**src/rtl/logip_cmd_pkg.sv**
```systemverilog
// Shared opcode constants and enums for the SUMP command decoder.
// Short opcodes have bit 7 clear; long opcodes have bit 7 set and are
// followed by four little-endian argument bytes.
package logip_cmd_pkg;

    // Short (single byte) commands
    localparam logic [7:0] OP_RESET    = 8'h00;
    localparam logic [7:0] OP_ARM      = 8'h01;
    localparam logic [7:0] OP_ID       = 8'h02;
    localparam logic [7:0] OP_META     = 8'h04;
    localparam logic [7:0] OP_XON      = 8'h11;
    localparam logic [7:0] OP_XOFF     = 8'h13;

    // Long (opcode + 4 argument bytes) commands
    localparam logic [7:0] OP_STG_BASE = 8'hC0;
    localparam logic [7:0] OP_DIV      = 8'h80;
    localparam logic [7:0] OP_CNT      = 8'h81;
    localparam logic [7:0] OP_FLAGS    = 8'h82;

    // Stage sub-operation carried in opcode[1:0]
    typedef enum logic [1:0] {
        STG_MASK = 2'd0,
        STG_VAL  = 2'd1,
        STG_CFG  = 2'd2
    } stg_op_t;

    typedef enum logic {
        IDLE = 1'b0,
        ARG  = 1'b1
    } dec_state_t;

    // Stage opcodes occupy 0xC0..0xCF; stage index is opcode[3:2].
    function automatic logic is_stage_op(input logic [7:0] op);
        return (op[7:4] == OP_STG_BASE[7:4]);
    endfunction

endpackage

```
**src/rtl/sump_cmd_decoder.sv**
```systemverilog
// SUMP host command decoder.
// Turns the received byte stream into short-command pulses and long-command
// config strobes with a shared 32-bit argument bus (cmd_o).
//
// Optional build macro: LOGIP_CMD_TIMEOUT_EN
//   When defined, an argument collection that stalls for TIMEOUT_CYC cycles
//   is abandoned and the decoder returns to IDLE without a strobe.
//
// state | meaning
// ------+---------------------------------------------------------------
// IDLE  | waiting for an opcode; bit7=0 decodes a short command at once
// ARG   | collecting 4 argument bytes for the latched long opcode
module sump_cmd_decoder
    import logip_cmd_pkg::*;
#(
    parameter int NUM_STAGES  = 4,
    parameter int TIMEOUT_CYC = 1_000_000
) (
    input  logic                  clk_i,
    input  logic                  rst_in,
    input  logic [7:0]            rx_data_i,
    input  logic                  rx_stb_i,
    output logic [31:0]           cmd_o,
    output logic [NUM_STAGES-1:0] set_mask_o,
    output logic [NUM_STAGES-1:0] set_val_o,
    output logic [NUM_STAGES-1:0] set_cfg_o,
    output logic                  set_div_o,
    output logic                  set_cnt_o,
    output logic                  set_flags_o,
    output logic                  arm_o,
    output logic                  soft_rst_o,
    output logic                  id_o,
    output logic                  meta_o,
    output logic                  xon_o,
    output logic                  xoff_o,
    output logic                  busy_o
);

    localparam logic [2:0] NS_L = 3'(NUM_STAGES);

    dec_state_t            state_q, state_d;
    logic [7:0]            op_q, op_d;
    logic [1:0]            cnt_q, cnt_d;
    logic [23:0]           shadow_q, shadow_d;
    logic [31:0]           cmd_q, cmd_d;

    logic [NUM_STAGES-1:0] set_mask_q, set_mask_d;
    logic [NUM_STAGES-1:0] set_val_q, set_val_d;
    logic [NUM_STAGES-1:0] set_cfg_q, set_cfg_d;
    logic                  set_div_q, set_div_d;
    logic                  set_cnt_q, set_cnt_d;
    logic                  set_flags_q, set_flags_d;
    logic                  arm_q, arm_d;
    logic                  soft_rst_q, soft_rst_d;
    logic                  id_q, id_d;
    logic                  meta_q, meta_d;
    logic                  xon_q, xon_d;
    logic                  xoff_q, xoff_d;

    logic [1:0]            stg_idx;
    logic [1:0]            stg_sub;
    logic                  stg_ok;
    logic [3:0]            stg_onehot;
    logic [NUM_STAGES-1:0] stg_sel;

`ifdef LOGIP_CMD_TIMEOUT_EN
    localparam int TW = $clog2(TIMEOUT_CYC + 1);
    logic [TW-1:0] tmo_q, tmo_d;
`else
    logic unused_tmo;
    assign unused_tmo = (TIMEOUT_CYC > 0);
`endif

    // Stage address decode of the latched long opcode
    always_comb begin
        stg_idx    = op_q[3:2];
        stg_sub    = op_q[1:0];
        stg_ok     = is_stage_op(op_q) && ({1'b0, stg_idx} < NS_L) && (stg_sub != 2'd3);
        stg_onehot = 4'b0001 << stg_idx;
        stg_sel    = stg_onehot[NUM_STAGES-1:0];
    end

    // Next-state, argument assembly and pulse generation
    always_comb begin
        state_d     = state_q;
        op_d        = op_q;
        cnt_d       = cnt_q;
        shadow_d    = shadow_q;
        cmd_d       = cmd_q;
        set_mask_d  = '0;
        set_val_d   = '0;
        set_cfg_d   = '0;
        set_div_d   = 1'b0;
        set_cnt_d   = 1'b0;
        set_flags_d = 1'b0;
        arm_d       = 1'b0;
        soft_rst_d  = 1'b0;
        id_d        = 1'b0;
        meta_d      = 1'b0;
        xon_d       = 1'b0;
        xoff_d      = 1'b0;
`ifdef LOGIP_CMD_TIMEOUT_EN
        tmo_d       = tmo_q;
`endif

        case (state_q)
            IDLE: begin
`ifdef LOGIP_CMD_TIMEOUT_EN
                tmo_d = '0;
`endif
                if (rx_stb_i) begin
                    if (rx_data_i[7]) begin
                        op_d    = rx_data_i;
                        cnt_d   = 2'd0;
                        state_d = ARG;
`ifdef LOGIP_CMD_TIMEOUT_EN
                        tmo_d   = TW'(TIMEOUT_CYC);
`endif
                    end else begin
                        case (rx_data_i)
                            OP_RESET: soft_rst_d = 1'b1;
                            OP_ARM:   arm_d      = 1'b1;
                            OP_ID:    id_d       = 1'b1;
                            OP_META:  meta_d     = 1'b1;
                            OP_XON:   xon_d      = 1'b1;
                            OP_XOFF:  xoff_d     = 1'b1;
                            default:  ;
                        endcase
                    end
                end
            end

            ARG: begin
                if (rx_stb_i) begin
                    shadow_d = {rx_data_i, shadow_q[23:8]};
                    cnt_d    = cnt_q + 2'd1;
`ifdef LOGIP_CMD_TIMEOUT_EN
                    tmo_d    = TW'(TIMEOUT_CYC);
`endif
                    if (cnt_q == 2'd3) begin
                        state_d = IDLE;
                        cnt_d   = 2'd0;
`ifdef LOGIP_CMD_TIMEOUT_EN
                        tmo_d   = '0;
`endif
                        if (stg_ok) begin
                            cmd_d = {rx_data_i, shadow_q};
                            case (stg_sub)
                                STG_MASK: set_mask_d = stg_sel;
                                STG_VAL:  set_val_d  = stg_sel;
                                STG_CFG:  set_cfg_d  = stg_sel;
                                default:  ;
                            endcase
                        end else if (op_q == OP_DIV) begin
                            cmd_d     = {rx_data_i, shadow_q};
                            set_div_d = 1'b1;
                        end else if (op_q == OP_CNT) begin
                            cmd_d     = {rx_data_i, shadow_q};
                            set_cnt_d = 1'b1;
                        end else if (op_q == OP_FLAGS) begin
                            cmd_d       = {rx_data_i, shadow_q};
                            set_flags_d = 1'b1;
                        end
                    end
                end
`ifdef LOGIP_CMD_TIMEOUT_EN
                else if (tmo_q <= TW'(1)) begin
                    // Host went quiet mid-argument: drop the partial command
                    state_d = IDLE;
                    cnt_d   = 2'd0;
                    tmo_d   = '0;
                end else begin
                    tmo_d = tmo_q - TW'(1);
                end
`endif
            end

            default: state_d = IDLE;
        endcase
    end

    // State, argument and pulse registers
    always_ff @(posedge clk_i or negedge rst_in) begin
        if (!rst_in) begin
            state_q     <= IDLE;
            op_q        <= '0;
            cnt_q       <= '0;
            shadow_q    <= '0;
            cmd_q       <= '0;
            set_mask_q  <= '0;
            set_val_q   <= '0;
            set_cfg_q   <= '0;
            set_div_q   <= 1'b0;
            set_cnt_q   <= 1'b0;
            set_flags_q <= 1'b0;
            arm_q       <= 1'b0;
            soft_rst_q  <= 1'b0;
            id_q        <= 1'b0;
            meta_q      <= 1'b0;
            xon_q       <= 1'b0;
            xoff_q      <= 1'b0;
        end else begin
            state_q     <= state_d;
            op_q        <= op_d;
            cnt_q       <= cnt_d;
            shadow_q    <= shadow_d;
            cmd_q       <= cmd_d;
            set_mask_q  <= set_mask_d;
            set_val_q   <= set_val_d;
            set_cfg_q   <= set_cfg_d;
            set_div_q   <= set_div_d;
            set_cnt_q   <= set_cnt_d;
            set_flags_q <= set_flags_d;
            arm_q       <= arm_d;
            soft_rst_q  <= soft_rst_d;
            id_q        <= id_d;
            meta_q      <= meta_d;
            xon_q       <= xon_d;
            xoff_q      <= xoff_d;
        end
    end

`ifdef LOGIP_CMD_TIMEOUT_EN
    // Inter-byte timeout down-counter
    always_ff @(posedge clk_i or negedge rst_in) begin
        if (!rst_in) begin
            tmo_q <= '0;
        end else begin
            tmo_q <= tmo_d;
        end
    end
`endif

    assign cmd_o       = cmd_q;
    assign set_mask_o  = set_mask_q;
    assign set_val_o   = set_val_q;
    assign set_cfg_o   = set_cfg_q;
    assign set_div_o   = set_div_q;
    assign set_cnt_o   = set_cnt_q;
    assign set_flags_o = set_flags_q;
    assign arm_o       = arm_q;
    assign soft_rst_o  = soft_rst_q;
    assign id_o        = id_q;
    assign meta_o      = meta_q;
    assign xon_o       = xon_q;
    assign xoff_o      = xoff_q;
    assign busy_o      = (state_q == ARG);

endmodule

```
**config.mk**
```make
export PLATFORM = sky130hd
export DESIGN_NAME = sump_cmd_decoder
export DESIGN_NICKNAME = d
export VERILOG_FILES = /design/src/rtl/logip_cmd_pkg.sv /design/src/rtl/sump_cmd_decoder.sv
export SDC_FILE = /design/constraint.sdc
export NUM_CORES = 1
export LEC_CHECK = 0
export ABC_CLOCK_PERIOD_IN_PS = 1740
export CAP_MARGIN = 20
export CORE_MARGIN = 4
export CORE_UTILIZATION = 46
export DETAILED_ROUTE_END_ITERATION = 8
export GPL_ROUTABILITY_DRIVEN = 0
export PLACE_DENSITY = 0.75
export SLEW_MARGIN = 10
export SYNTH_ARGS = -nofsm -noshare
export SYNTH_HDL_FRONTEND = slang
export SYNTH_SLANG_ARGS = --single-unit
```
**constraint.sdc**
```tcl
create_clock -name clk_i -period 1.74 [get_ports clk_i]
set_clock_uncertainty 0.15 [all_clocks]
set_input_delay 0.261 -clock clk_i [delete_from_list [all_inputs] [get_ports clk_i]]
set_output_delay 0.261 -clock clk_i [all_outputs]
set_load 0.1 [all_outputs]
```
==> results.tsv <==
metric	value	unit
grt ovf	0	
XOR/XNOR share of the synthesized area	0	%
largest family of logic cells by synthesized area	multiplexers	
violated checks	setup timing	
Post-Synth Adder-Cell Area	0.3693	%
vias	2360	
register area share after synthesis	64.99	%
GRT Total Usage	20.17	%
WL/cell	17.91	um
PortBufs	64	
first-pass GRT wire length	13.31	mm
crit start category	flop	
Post-Synthesis Cells	258	
max-cap violations	0	
Mapped Area	3388	um^2
Max FO, Critical Path	6	
Setup crit end kind	flop	
Req. time, crit path	1830	ps
clock share of power	17.4	%
final hold violations	0	
Syn Nets	270	
setup slack after layout	-160.6	ps
CTS Buf Count	9	
pre-CTS WS	-149.9	ps
power per cell area	1889	nW/um^2
Synth cell types	25	
Ys Warns	0	
std cell rows	31	
Power, Total	9934	uW
maximum vdd ir drop	1.585	mV
NumNets Final	368	
fin crit share	109.2	%
# IOs	65	
status	complete, but fails checks	
CTS tree	done	
final WL	8.239	mm
Synth Area in Compound Gates	1.662	%
DRT Pass-1 Iters	4	
H-tree Lvls	3	
Chip Width	93.83	um
mux share of post-synthesis cell area	16.29	%
die area	8803	um^2
detailed placement HPWL	5.390	mm
Simple-Gate Fraction of Synth Area	14.70	%
fin area	5259	um^2
Starting Density	46.96	%
Hold Crit Class	primary input to asynchronous set/reset pin	
drt via density	5.130	
relative slew slack	70.53	%
RSZ-0062 raised after global routing	yes	
fin crit period	1901	ps
CP cell instances	ha_2 -> and4bb_2 -> o2111ai_4 -> buf_6 -> buf_12 -> mux2_4	
worst skew pair latency	350	ps
most common cell after layout, fill and taps aside	dfrtp_1	
post-synthesis register bit count	88	
Reg2Reg Setup Slack	-160	ps
ant diodes	0	
measured slew at the worst slew-check pin	442.1	ps
Seq pwr share	33.7	%
clock-pin slew on the worst setup and hold paths	100	ps
layout cells sized above 1	41.27	%
Max Freq	526.2	MHz
most frequent cells in the layout	dfrtp_1 (87), nand2_1 (76), buf_12 (58)	
root buffer cell	clkbuf_8	
Die Height	93.83	um
largest net degree at the start of global routing	35	
area occupied by multi-input gates	1137	um^2
placed inst area	4831	um^2
Antenna Nets Post-Route	0	
Net Sw Frac	43.49	%
Setup Crit Path Kind	flop to flop	
Core Region	7214	um^2
setup TNS	-4562	ps
final setup vio count	33	
Logic pwr share	49.0	%
Net Switching	4320	uW
internal cell power	5614	uW
syn avg cell area	13.13	um^2
P_leak	0.002591	uW
DRC Markers	0	
crit path max-delay cell type	dfrtp_1	
Iter 0 DRT Violations	128	
Slowest Stage Delay on Critical Path	360	ps
Layout Cells excl Fill	460	
vias in the first global route	2489	
fillers	442	
sequential standard cell area	2206	um^2
number of placed cells counting well taps	434	
initial antenna violation count	0	
Bufs on Longest Clock Path	2	
CTS sink cnt	88	
Layout area overhead	55.21	%
crit path DAT	1990	ps
final slew viol count	0	
[final cells by class]
| cell class | instances | share of cell area [%] |
|---|---|---|
| Tap cell | 99 | 2.355 |
| Clock buffer | 9 | 2.355 |
| Sequential cell | 88 | 41.95 |
| Multi-Input combinational cell | 161 | 21.63 |
| Timing Repair Buffer | 96 | 29.36 |
| Clock inverter | 7 | 2.355 |
[worst paths after layout]
kind	start	to	depth (start not counted)
max in group asynchronous	rst_in	cmd_o[5]	3
setup / recovery	cnt_q[0]	cmd_o[20]	6
hold / removal	rst_in	cmd_o[4]	2
hold reg to reg	shadow_q[4]	shadow_q[4]	2
min in group clk_i	shadow_q[4]	shadow_q[4]	2
setup reg to reg	cnt_q[0]	cmd_o[20]	6
[flip-flops by register name, summed over array words and instances, names as in the netlist, 2 cells and up]
name	count
cmd_o	32
cnt_q	2
op_q	8
set_cfg_o	4
set_mask_o	4
set_val_o	4
shadow_q	24
[Yosys cell counts, drive strengths merged]
cell type,n,area share [%]
nand3b,4,0.89
o2111ai,1,0.78
and2,1,0.22
a31oi,1,0.18
nand4b,2,0.52
and4bb,1,0.37
or3,1,0.18
nor2b,1,0.18
ha,1,0.37
dfrtp,88,65
mux2,39,16
a21oi,1,0.15
clkdlybuf4s50,1,0.33
nand2,77,8.5
nor2,19,2.1
buf,6,1.4
a22o,1,0.26
nand3,3,0.44
o21ai,2,0.30
nand2b,1,0.18
nor4b,2,0.52
nor4,3,0.55
clkbuf,2,0.22
[through the flow]
step                hold slack (ps)  utilization (%)
finish                        225.4            72.89
floorplan                    -184.6                -
CTS                           235.6            72.56
detailed placement            82.95            66.96
global route                  242.8            72.89
global placement              75.12            66.96
[repair_timing]
action | in CTS | in global routing
gates cloned | 3 | 0
buffers inserted | 5 | 1
pin swaps | 2 | 9
endpoints found under the hold margin | 31 | 0
hold buffers | 1 | 0
gates resized for setup | 8 | 4
setup endpoints to repair | 32 | 52
[power groups by stage]
stage	combinational [uW]	sequential, uW	clock [uW]
floorplan	1020	5160	0
global placement	4650	3320	0
detailed placement	4740	3360	0
CTS	4840	3330	1730
global route	5040	3420	1830
finish	4860	3340	1730
[logic make-up after synthesis]
| logic type | after synthesis |
|---|---|
| flops | 88 |
| fa+ha+maj | 1 |
| simple gates | 115 |
| compound gates | 6 |
| mux | 39 |
| buf+inv | 9 |
[per-layer routing]
metal | global-route usage (%) | routed length (um) | up-vias
met5 | 0 | 0 | -
met4 | 7.702 | 146 | 0
met3 | 4.647 | 422 | 15
met2 | 34.65 | 4350 | 86
met1 | 24.64 | 3320 | 1204
li1 | - | - | 1055
[worst max-delay path: cells and delay by family, from the launching register on]
| kind | cells | cell delay (ps) |
|---|---|---|
| DFF | 1 | 360 |
| buffers and inverters | 2 | 320 |
| muxes | 1 | 300 |
| and+or+nand+nor | 1 | 290 |
| adders and majority gates | 1 | 190 |
| AOI/OAI and AO/OA | 1 | 170 |
Power figures use the tool's default switching activity.
